### config.mk
export PLATFORM = sky130hd
export DESIGN_NAME = mux8_rr_sched_flat
export DESIGN_NICKNAME = d
export VERILOG_FILES = /design/src/rtl/mux8_rr_sched_if.sv /design/src/rtl/mux8_rr_sched.sv /design/src/flat_wrapper.sv
export SDC_FILE = /design/constraint.sdc
export NUM_CORES = 1
export LEC_CHECK = 0
export CORE_AREA = 2 2 71 73
export CTS_BUF_LIST = sky130_fd_sc_hd__clkbuf_4
export CTS_CLUSTER_DIAMETER = 40
export CTS_CLUSTER_SIZE = 20
export DETAILED_ROUTE_END_ITERATION = 7
export DIE_AREA = 0 0 73 75
export SYNTH_ARGS = -nofsm -noshare
export SYNTH_HDL_FRONTEND = slang
export SYNTH_SLANG_ARGS = --single-unit
### constraint.sdc
create_clock -name clk -period 7.6 [get_ports clk]
set_clock_uncertainty 0.05 [all_clocks]
set_input_delay 1.52 -clock clk [delete_from_list [all_inputs] [get_ports clk]]
set_output_delay 1.52 -clock clk [all_outputs]
set_load 0.05 [all_outputs]
### src/rtl/mux8_rr_sched_if.sv
// Request/grant bundle between the eight requesters and the round-robin scheduler.
// The master side drives requests; the slave side is the scheduler itself.
interface mux8_rr_sched_if;
  logic [7:0] req;
  logic [7:0] gnt;
  logic [2:0] sel;
  logic       valid;
  logic [2:0] ptr;

  modport master (output req, input gnt, sel, valid, ptr);
  modport slave  (input req, output gnt, sel, valid, ptr);
endinterface

### src/rtl/mux8_rr_sched.sv
// Round-robin owner of the mux8to1 select: one grant at a time, bounded hold when
// others wait, and a mandatory idle cycle between grants.
module mux8_rr_sched #(
  parameter int HOLD_MAX = 15
) (
  input logic            clk,
  input logic            rst,
  mux8_rr_sched_if.slave bus
);
  localparam int CW = (HOLD_MAX < 1) ? 1 : $clog2(HOLD_MAX + 1);
  localparam logic [CW-1:0] CNT_MAX = CW'(HOLD_MAX);
  localparam logic PREEMPT = (HOLD_MAX != 0);

  typedef enum logic {IDLE, GRANT} state_t;

  state_t        state, state_nx;
  logic [2:0]    sel_q, sel_nx;
  logic [2:0]    ptr_q, ptr_nx;
  logic [CW-1:0] cnt_q, cnt_nx;
  logic [7:0]    gnt_w;
  logic          valid_w;
  logic [2:0]    win, idx;
  logic          found, others, drop;

  always_ff @(posedge clk) begin
    if (rst) begin
      state <= IDLE;
      sel_q <= 3'd0;
      ptr_q <= 3'd0;
      cnt_q <= '0;
    end else begin
      state <= state_nx;
      sel_q <= sel_nx;
      ptr_q <= ptr_nx;
      cnt_q <= cnt_nx;
    end
  end

  // Search starts at ptr so the last released channel is checked last.
  always_comb begin
    win   = ptr_q;
    found = 1'b0;
    idx   = ptr_q;
    for (int i = 0; i < 8; i++) begin
      idx = ptr_q + 3'(i);
      if (!found && bus.req[idx]) begin
        win   = idx;
        found = 1'b1;
      end
    end
  end

  assign others = |(bus.req & ~gnt_w);
  assign drop   = !bus.req[sel_q] || (PREEMPT && (cnt_q == CNT_MAX) && others);

  always_comb begin
    state_nx = state;
    sel_nx   = sel_q;
    ptr_nx   = ptr_q;
    cnt_nx   = cnt_q;
    case (state)
      IDLE: begin
        if (found) begin
          state_nx = GRANT;
          sel_nx   = win;
          cnt_nx   = CW'(1);
        end
      end
      GRANT: begin
        if (drop) begin
          state_nx = IDLE;
          ptr_nx   = sel_q + 3'd1;
        end else if (PREEMPT && (cnt_q != CNT_MAX)) begin
          cnt_nx = cnt_q + 1'b1;
        end
      end
      default: state_nx = IDLE;
    endcase
  end

  always_comb begin
    gnt_w   = 8'h00;
    valid_w = 1'b0;
    if (state == GRANT) begin
      gnt_w   = 8'b1 << sel_q;
      valid_w = 1'b1;
    end
  end

  assign bus.gnt   = gnt_w;
  assign bus.valid = valid_w;
  assign bus.sel   = sel_q;
  assign bus.ptr   = ptr_q;
endmodule

### src/flat_wrapper.sv
// flat-port wrapper written by rule: the top's interface ports become plain ports
module mux8_rr_sched_flat 
#(
  parameter int HOLD_MAX = 15
)
  (clk, rst, bus_req, bus_gnt, bus_sel, bus_valid, bus_ptr);
  mux8_rr_sched_if bus_i ();
  input logic clk;
  input logic rst;
  input wire logic [$bits(bus_i.req)-1:0] bus_req;
  output wire logic [$bits(bus_i.gnt)-1:0] bus_gnt;
  output wire logic [$bits(bus_i.sel)-1:0] bus_sel;
  output wire logic [$bits(bus_i.valid)-1:0] bus_valid;
  output wire logic [$bits(bus_i.ptr)-1:0] bus_ptr;
  assign bus_i.req = bus_req;
  assign bus_gnt = bus_i.gnt;
  assign bus_sel = bus_i.sel;
  assign bus_valid = bus_i.valid;
  assign bus_ptr = bus_i.ptr;
  mux8_rr_sched #(.HOLD_MAX(HOLD_MAX)) u_core (.clk(clk), .rst(rst), .bus(bus_i));
endmodule
==> impl_metrics.yaml, run 1 <==
synth:
  yosysWarnings: 0
  syn_area_per_cell_um2: 8.67
  yosys.area.top_type: "mux4_2"
  synth_edf_count: 0
  ys.flop_type: "dfxtp_1"
  synth_nets: 221
  syn_inst: 202
  syn_area_mm2: 0.00175
  yosysTopAreaCellShare: 0.154
  synth_area_leaders: "mux4_2, dfxtp_1, ha_1, mux2i_1, mux2_2"
  synth_cell_types: 64
  synth-async-reset-ratio: 0
  seq_area_frac_synth: 0.126
  ys_seq_elements: 11
clock_network:
  postCtsHoldBufs: 0
  cts_setup_buffers: 0
  cts_tree: "done"
  clk_path_buf_depth: 2
  htreeDepth: 1
  cts-root-buf: "clkbuf_4"
  cts.sinks: 11
  numCtsBuffers: 3
  ctsResizeCount: 0
  clock_latency_ps: 280
  path_clk_slew_ps: 70
place:
  dpl_cell_area_mm2: 0.00200
  place_congestion: 0.826
  port_buffers: 24
  place_inst: 268
  dp_hpwl_mm: 3.41
  pre_cts_ws_ps: 3270
die:
  rows: 25
  dieArea_mm2: 0.00548
  chipHeight_um: 75
  start_util: 0.376
  ios: 25
  coreArea_mm2: 0.00466
  die_x_um: 73
status:
  status: "finished, final reports clean"
critical_path:
  path_class: "register to register"
  reg2reg_from: "u_core.bus.ptr[0]$_SDFFE_PP0P_"
  endpoint_kind: "register"
  critPathLaunchType: "register"
  crit_chain: "inv_1, ha_1, mux4_2, mux2i_4, nand2_1, a211o_4, nor3_4, a2111oi_1, a221o_1"
  arrival_ps: 4360
  ff2ff_setup_slack_ps: 3350
  crit_slowest_cell: "ha_1"
  cp_data_required_time_ps: 7710
  crit_path_max_incr_delay_ps: 870
  cp-startpoint: "u_core.bus.ptr[0]$_SDFFE_PP0P_"
  critical_path.max_fanout: 18
drt:
  routed_wirelength_mm: 4.58
  drtIter0Drc: 193
  postRouteAntennaNets: 0
  first_pass_iters: 4
  drc: 0
  wl_per_cell_um: 16.8
  vias: 1633
  viasPerCell: 6.00
sta:
  worst_pin_slew_ps: 803
  setup_viol: 0
  maxSlewHeadroom: 0.464
  drv_slew: 0
  period_needed_ps: 4250
  rsz0062_at_grt: "false"
  finalSetupTns_ps: 0
  hold_viol: 0
  timing.final.ws_setup_ps: 3350
  period_share: 0.559
  max_freq_mhz: 236
worst_hold_path:
  hold_class: "register to register"
  hold_start: "u_core.cnt_q[1]$_SDFFE_PP0P_"
grt:
  first_global_vias: 1515
  grt_pass1_wl_mm: 7.84
  antenna_found_initial: 0
  grt_max_degree: 22
  grt.total_usage: 0.182
  grt.overflow.total: 0
power_and_ir_drop:
  peakVddDrop_mv: 0.131
  power_density_mw_per_mm2: 246
  p_leak_nw: 0.749
final_layout:
  drive_above_1_share: 0.165
  final_area_mm2: 0.00203
  n_antenna_cell: 0
  nets: 238
  syn_to_final_growth_pct: 15.7
  final_cells: 272
  utilization: 0.435
job:
  max_cap_violations: 0
[flip-flops by register name (all words and copies together) (netlist names)]
| register | count |
|---|---|
| u_core.cnt_q | 4 |
| u_core.bus.ptr | 3 |
| u_core.bus.sel | 3 |
| u_core.state | 1 |
[power breakdown]
group | leakage (nW) | switching (mW) | internal (mW)
sequential | 0.0901 | 0.0328 | 0.0673
combinational | 0.640 | 0.205 | 0.149
clock | 0.0184 | 0.0210 | 0.0240
[synthesized netlist by cell type (all sizes together), types with 5 or more instances]
master / number
mux2i: 11
nand2b: 8
and2: 6
nand2: 17
o21ai: 10
mux4: 12
mux2: 7
buf: 8
inv: 10
a21oi: 7
ha: 9
dfxtp: 11
nor2: 20
nor3: 5
[cell families after synthesis]
family	after synthesis	share of synthesized area
buffers and inverters	22	0.0571
flip-flops	11	0.126
AO/OA/AOI/OAI	53	0.244
XOR/XNOR	5	0.0250
multiplexers	30	0.269
adder cells (fa/ha/maj)	9	0.0643
AND/OR/NAND/NOR	72	0.215
[layout by cell type, fill, tap and decap left out, types with 2 or more instances in the layout]
cell type,n
mux2i_1,10
a221o_1,2
o22ai_1,2
o21ai_0,7
clkdlybuf4s50_1,24
mux2_2,7
a31oi_1,3
clkbuf_4,4
a21oi_1,7
dfxtp_1,11
o21ai_1,2
nand2b_1,7
and2_1,6
nor2_1,20
xor2_1,3
xnor2_1,2
and3_1,4
nand3_1,3
nand2_1,17
inv_1,10
nor3_1,4
mux4_2,12
a41oi_1,2
o31ai_1,2
nand3b_1,2
or2_2,2
ha_1,9
[through the flow]
step	total power, mW	hold slack [ps]
floorplan	0.372	418
global placement	0.456	439
detailed placement	0.453	439
CTS	0.498	449
global route	0.541	472
finish	0.499	447
[worst max-delay path, delay by kind of cell (launching register included)]
family | cells | cell delay [ps]
buffers and inverters | 1 | 330
adder cells (fa/ha/maj) | 1 | 870
flip-flops | 1 | 840
AND/OR/NAND/NOR | 2 | 370
AO/OA/AOI/OAI | 3 | 840
multiplexers | 2 | 810
[cell type report]
| type | count | area, um2 |
|---|---|---|
| clock buffer | 4 | 30.0 |
| fill | 449 | 2630 |
| inverter | 10 | 37.5 |
| multi-input combinational | 169 | 1430 |
| sequential | 11 | 220 |
| tap | 54 | 67.6 |
| timing repair buffer | 24 | 240 |
[metal layers]
layer  up-vias  track usage  share of wire
met2        65        0.271           0.44
met3         9       0.0147          0.055
met5         -            0              0
met4         0       0.0597          0.016
met1       759        0.278           0.49
li1        800            -              -
[final timing paths]
path | end | cells past startpoint
setup / recovery | u_core.bus.sel[2]$_SDFFE_PP0P_ | 9
hold reg to reg | u_core.cnt_q[1]$_SDFFE_PP0P_ | 2
hold / removal | u_core.cnt_q[1]$_SDFFE_PP0P_ | 2
setup reg to reg | u_core.bus.sel[2]$_SDFFE_PP0P_ | 9
No activity file was read; power rests on OpenSTA's default activity.
==> inputs of run 2 (changes only) <==
==> constraint.sdc (replaced) <==
create_clock -name clk -period 4.19 [get_ports clk]
set_clock_uncertainty 0.05 [all_clocks]
set_input_delay 0.838 -clock clk [delete_from_list [all_inputs] [get_ports clk]]
set_output_delay 0.838 -clock clk [all_outputs]
set_load 0.05 [all_outputs]
==> impl_metrics.yaml, run 2 (synthesis results as in run 1) <==
status:
  status: "finished, final reports clean"
grt:
  first_global_vias: 1535
  grt_pass1_wl_mm: 7.71
  grt.total_usage: 0.181
  antenna_found_initial: 0
  grt_max_degree: 18
  grt.overflow.total: 0
drt:
  postRouteAntennaNets: 0
  viasPerCell: 6.07
  drc: 0
  first_pass_iters: 4
  drtIter0Drc: 153
  wl_per_cell_um: 16.9
  vias: 1675
  routed_wirelength_mm: 4.67
power_and_ir_drop:
  p_switching_mw: 0.472
  power_density_mw_per_mm2: 446
  clockPowerShare: 0.085
  power.share.combinational: 0.742
  p_seq_frac: 0.173
  peakVddDrop_mv: 0.346
  p_leak_nw: 0.770
  sw_frac_of_total: 0.514
  internal_power_mw: 0.447
die:
  rows: 25
  dieArea_mm2: 0.00548
  die_x_um: 73
  chipHeight_um: 75
  coreArea_mm2: 0.00466
  start_util: 0.376
  ios: 25
critical_path:
  r2r-end: "u_core.bus.sel[2]$_SDFFE_PP0P_"
  critical_path.max_fanout: 16
  arrival_ps: 3520
  reg2reg_depth: 9
  endpoint_kind: "register"
  crit_end: "u_core.bus.sel[2]$_SDFFE_PP0P_"
  reg2reg_from: "u_core.bus.ptr[0]$_SDFFE_PP0P_"
  cp-startpoint: "u_core.bus.ptr[0]$_SDFFE_PP0P_"
  critPathLaunchType: "register"
  path_class: "register to register"
  ff2ff_setup_slack_ps: 780
  cp_data_required_time_ps: 4300
sta:
  rsz0062_at_grt: "false"
  maxSlewHeadroom: 0.544
  setup_viol: 0
  period_share: 0.813
  hold_viol: 0
  period_needed_ps: 3410
  worst_pin_slew_ps: 684
  timing.final.ws_setup_ps: 783
  drv_slew: 0
  finalSetupTns_ps: 0
  max_freq_mhz: 294
final_layout:
  final_cell_mix: "clkdlybuf4s50_1, nor2_1, nand2_1"
  filler_cell_count: 471
  multiInputGateArea_mm2: 0.00143
  largest_register_ffs: 4
  n_antenna_cell: 0
  nets: 242
  regArea_um2: 220
  regMostFlops: "u_core.cnt_q"
  syn_to_final_growth_pct: 17.4
  final_common_cell: "clkdlybuf4s50_1"
  utilization: 0.441
  drive_above_1_share: 0.180
clock_network:
  ctsResizeCount: 0
  clock_latency_ps: 270
  clk_path_buf_depth: 2
  numCtsBuffers: 3
  cts_setup_buffers: 0
  cts-root-buf: "clkbuf_4"
  path_clk_slew_ps: 70
  htreeDepth: 1
  cts_tree: "done"
  cts.sinks: 11
  postCtsHoldBufs: 0
place:
  port_buffers: 24
  dp_hpwl_mm: 3.56
  pre_cts_ws_ps: 620
  place_congestion: 0.818
job:
  max_cap_violations: 0
worst_hold_path:
  hold_class: "register to register"
==> run 2: changes by cell type in the layout (fill, tap and decap cells not counted), sizes merged <==
cell	previous run	this run
buf	0	4
==> run 2: how the worst min path moves through the flow <==
stage	depth (start not counted)	to	slack [ps]	from
after floorplan	2	u_core.cnt_q[1]$_SDFFE_PP0P_	420	u_core.cnt_q[1]$_SDFFE_PP0P_
after global placement	2	u_core.cnt_q[1]$_SDFFE_PP0P_	440	u_core.cnt_q[1]$_SDFFE_PP0P_
after detailed placement	2	u_core.cnt_q[1]$_SDFFE_PP0P_	440	u_core.cnt_q[1]$_SDFFE_PP0P_
after CTS	2	u_core.cnt_q[1]$_SDFFE_PP0P_	450	u_core.cnt_q[1]$_SDFFE_PP0P_
after global routing	1	u_core.cnt_q[0]$_SDFFE_PP0P_	500	u_core.cnt_q[0]$_SDFFE_PP0P_
final	2	u_core.cnt_q[1]$_SDFFE_PP0P_	450	u_core.cnt_q[1]$_SDFFE_PP0P_
==> run 2: area by class of cell <==
cell class / instances / area share
sequential: 11 / 0.107
timing repair buffer: 28 / 0.131
tap: 54 / 0.0328
inverter: 10 / 0.0182
clock buffer: 4 / 0.0146
multi-input combinational: 169 / 0.696
==> run 2: metrics by stage <==
stage	instance area (um2)	instances	total power, mW	hold WS [ps]
after floorplan	1750	202	0.675	418
after CTS	2060	276	0.916	451
after global placement	2030	272	0.841	436
final	2060	276	0.918	446
after global routing	2060	276	0.988	495
after detailed placement	2030	272	0.833	441
==> run 2: critical path: stages (launching register included) <==
cell and delay, ps:
dfxtp_1 330, inv_1 140, ha_1 760, mux4_2 620, mux2i_4 190, nand2_1 150, a211o_4 380, nor3_4 230
a2111oi_1 80, a221o_1 360
==> run 2: routing by layer <==
layer  wire length, um  GRT usage  up-vias
li1                  -          -      810
met1              2210      0.255      801
met2              2130      0.285       52
met3               200     0.0214       12
met4               129     0.0700        0
met5                 0          0        -
==> run 2: power groups by stage <==
| stage | logic [mW] | registers (mW) | clock network, mW |
|---|---|---|---|
| 2_1_floorplan | 0.483 | 0.191 | 0 |
| 3_3_place_gp | 0.680 | 0.161 | 0 |
| 3_5_place_dp | 0.673 | 0.160 | 0 |
| 4_1_cts | 0.676 | 0.158 | 0.0819 |
| 5_1_grt | 0.736 | 0.163 | 0.0889 |
| 6_report | 0.681 | 0.159 | 0.0785 |
==> inputs of run 3 (changes only) <==
==> constraint.sdc (replaced) <==
create_clock -name clk -period 2.9 [get_ports clk]
set_clock_uncertainty 0.05 [all_clocks]
set_input_delay 0.58 -clock clk [delete_from_list [all_inputs] [get_ports clk]]
set_output_delay 0.58 -clock clk [all_outputs]
set_load 0.05 [all_outputs]
==> impl_metrics.yaml, run 3 (synthesis results as in run 1) <==
status:
  status: "finished, final reports clean"
drt:
  drc: 0
  viasPerCell: 5.66
  first_pass_iters: 4
  routed_wirelength_mm: 5.00
  vias: 1787
  drtIter0Drc: 157
  wl_per_cell_um: 15.8
  postRouteAntennaNets: 0
die:
  rows: 25
  die_x_um: 73
  chipHeight_um: 75
  dieArea_mm2: 0.00548
  ios: 25
  coreArea_mm2: 0.00466
  start_util: 0.376
place:
  place_inst: 311
  place_congestion: 0.837
  port_buffers: 24
  dp_hpwl_mm: 3.86
  dpl_cell_area_mm2: 0.00235
sta:
  rsz0062_at_grt: "true"
  finalSetupTns_ps: 0
  period_share: 0.969
  hold_viol: 0
  maxSlewHeadroom: 0.664
  worst_pin_slew_ps: 503
  drv_slew: 0
  max_freq_mhz: 356
  setup_viol: 0
  period_needed_ps: 2810
clock_network:
  path_clk_slew_ps: 80
  cts.sinks: 11
  clk_path_buf_depth: 2
  htreeDepth: 1
  cts_tree: "done"
  postCtsHoldBufs: 0
  clock_latency_ps: 280
  numCtsBuffers: 3
  cts-root-buf: "clkbuf_4"
critical_path:
  crit_slowest_cell: "clkdlybuf4s50_1"
  reg2reg_from: "u_core.bus.ptr[1]$_SDFFE_PP0P_"
  r2r-end: "u_core.cnt_q[3]$_SDFFE_PP0P_"
  crit_path_max_incr_delay_ps: 540
  path_class: "input port to register"
  ff2ff_setup_slack_ps: 90
  crit_end: "u_core.cnt_q[3]$_SDFFE_PP0P_"
  endpoint_kind: "register"
  critPathLaunchType: "input port"
  cp_data_required_time_ps: 3060
  cp-startpoint: "bus_req[1]"
  crit_chain: "clkdlybuf4s50_1, mux4_2, mux2i_4, nand2_2, a211oi_2, a31oi_2, or3b_1, a21oi_1"
  reg2reg_depth: 9
  critical_path.max_fanout: 7
  arrival_ps: 2980
power_and_ir_drop:
  power_density_mw_per_mm2: 641
  p_leak_nw: 1.02
  peakVddDrop_mv: 0.357
grt:
  first_global_vias: 1688
  grt_use_met1: 0.267
  antenna_found_initial: 0
  met2_usage: 0.322
  grt.overflow.total: 0
  grt_pass1_wl_mm: 8.11
  grt_max_degree: 16
  use_met3: 0.0254
  grt-busiest-layer: "met2"
  grt.total_usage: 0.189
final_layout:
  final_area_mm2: 0.00242
  final_cells: 316
  regMostFlops: "u_core.cnt_q"
  filler_cell_count: 430
  final_cell_mix: "buf_4, nor2_1, clkdlybuf4s50_1"
  n_antenna_cell: 0
  drive_above_1_share: 0.359
  largest_register_ffs: 4
  final_common_cell: "buf_4"
  utilization: 0.519
  syn_to_final_growth_pct: 38.1
  nets: 282
job:
  max_cap_violations: 0
worst_hold_path:
  hold_class: "register to register"
## run 3: worst min path at each step
stage	start	to	depth (start not counted)	slack, ps
5_1_grt	u_core.cnt_q[1]$_SDFFE_PP0P_	u_core.cnt_q[1]$_SDFFE_PP0P_	2	480
2_1_floorplan	u_core.cnt_q[1]$_SDFFE_PP0P_	u_core.cnt_q[1]$_SDFFE_PP0P_	2	420
3_5_place_dp	u_core.cnt_q[1]$_SDFFE_PP0P_	u_core.cnt_q[1]$_SDFFE_PP0P_	2	440
3_3_place_gp	u_core.cnt_q[1]$_SDFFE_PP0P_	u_core.cnt_q[1]$_SDFFE_PP0P_	2	430
6_report	u_core.cnt_q[1]$_SDFFE_PP0P_	u_core.cnt_q[1]$_SDFFE_PP0P_	2	450
4_1_cts	u_core.cnt_q[1]$_SDFFE_PP0P_	u_core.cnt_q[1]$_SDFFE_PP0P_	2	450
## run 3: through the flow
step           total power, mW  setup WS, ps  hold WS, ps
2_1_floorplan             1.02          -128          418
3_3_place_gp              1.41          -190          430
3_5_place_dp              1.40          -207          438
4_1_cts                   1.52          71.6          450
5_1_grt                   1.66         -46.5          482
6_report                  1.55          89.2          450
## run 3: power breakdown
part | internal, mW | switching (mW)
sequential | 0.179 | 0.0494
combinational | 0.578 | 0.634
clock | 0.0512 | 0.0588
## run 3: repair_timing
| item | in CTS | in global routing |
|---|---|---|
| buffers inserted | 0 | 1 |
| setup endpoints to repair | 0 | 7 |
| resized for setup | 0 | 10 |
| endpoints found under the hold margin | 0 | 0 |
## run 3: worst max-delay path: cells and delay by family
family          cells  cell delay (ps)
mux                 2              740
compound gates      3              600
buf+inv             1              540
simple gates        2              510
## run 3: cell type report
class                           count  area [um2]  share of cell area
Clock buffer                        3        22.5             0.00931
Multi-Input combinational cell    169        1480               0.613
Inverter                           10        42.5              0.0176
Tap cell                           54        67.6              0.0279
Clock inverter                      1        5.00             0.00207
Timing Repair Buffer               68         571               0.236
Sequential cell                    11         228              0.0941
## run 3: metal layers
layer	share of wire	routed length, um
met3	0.036	181
met1	0.47	2370
met4	0	0
met5	0	0
met2	0.49	2440
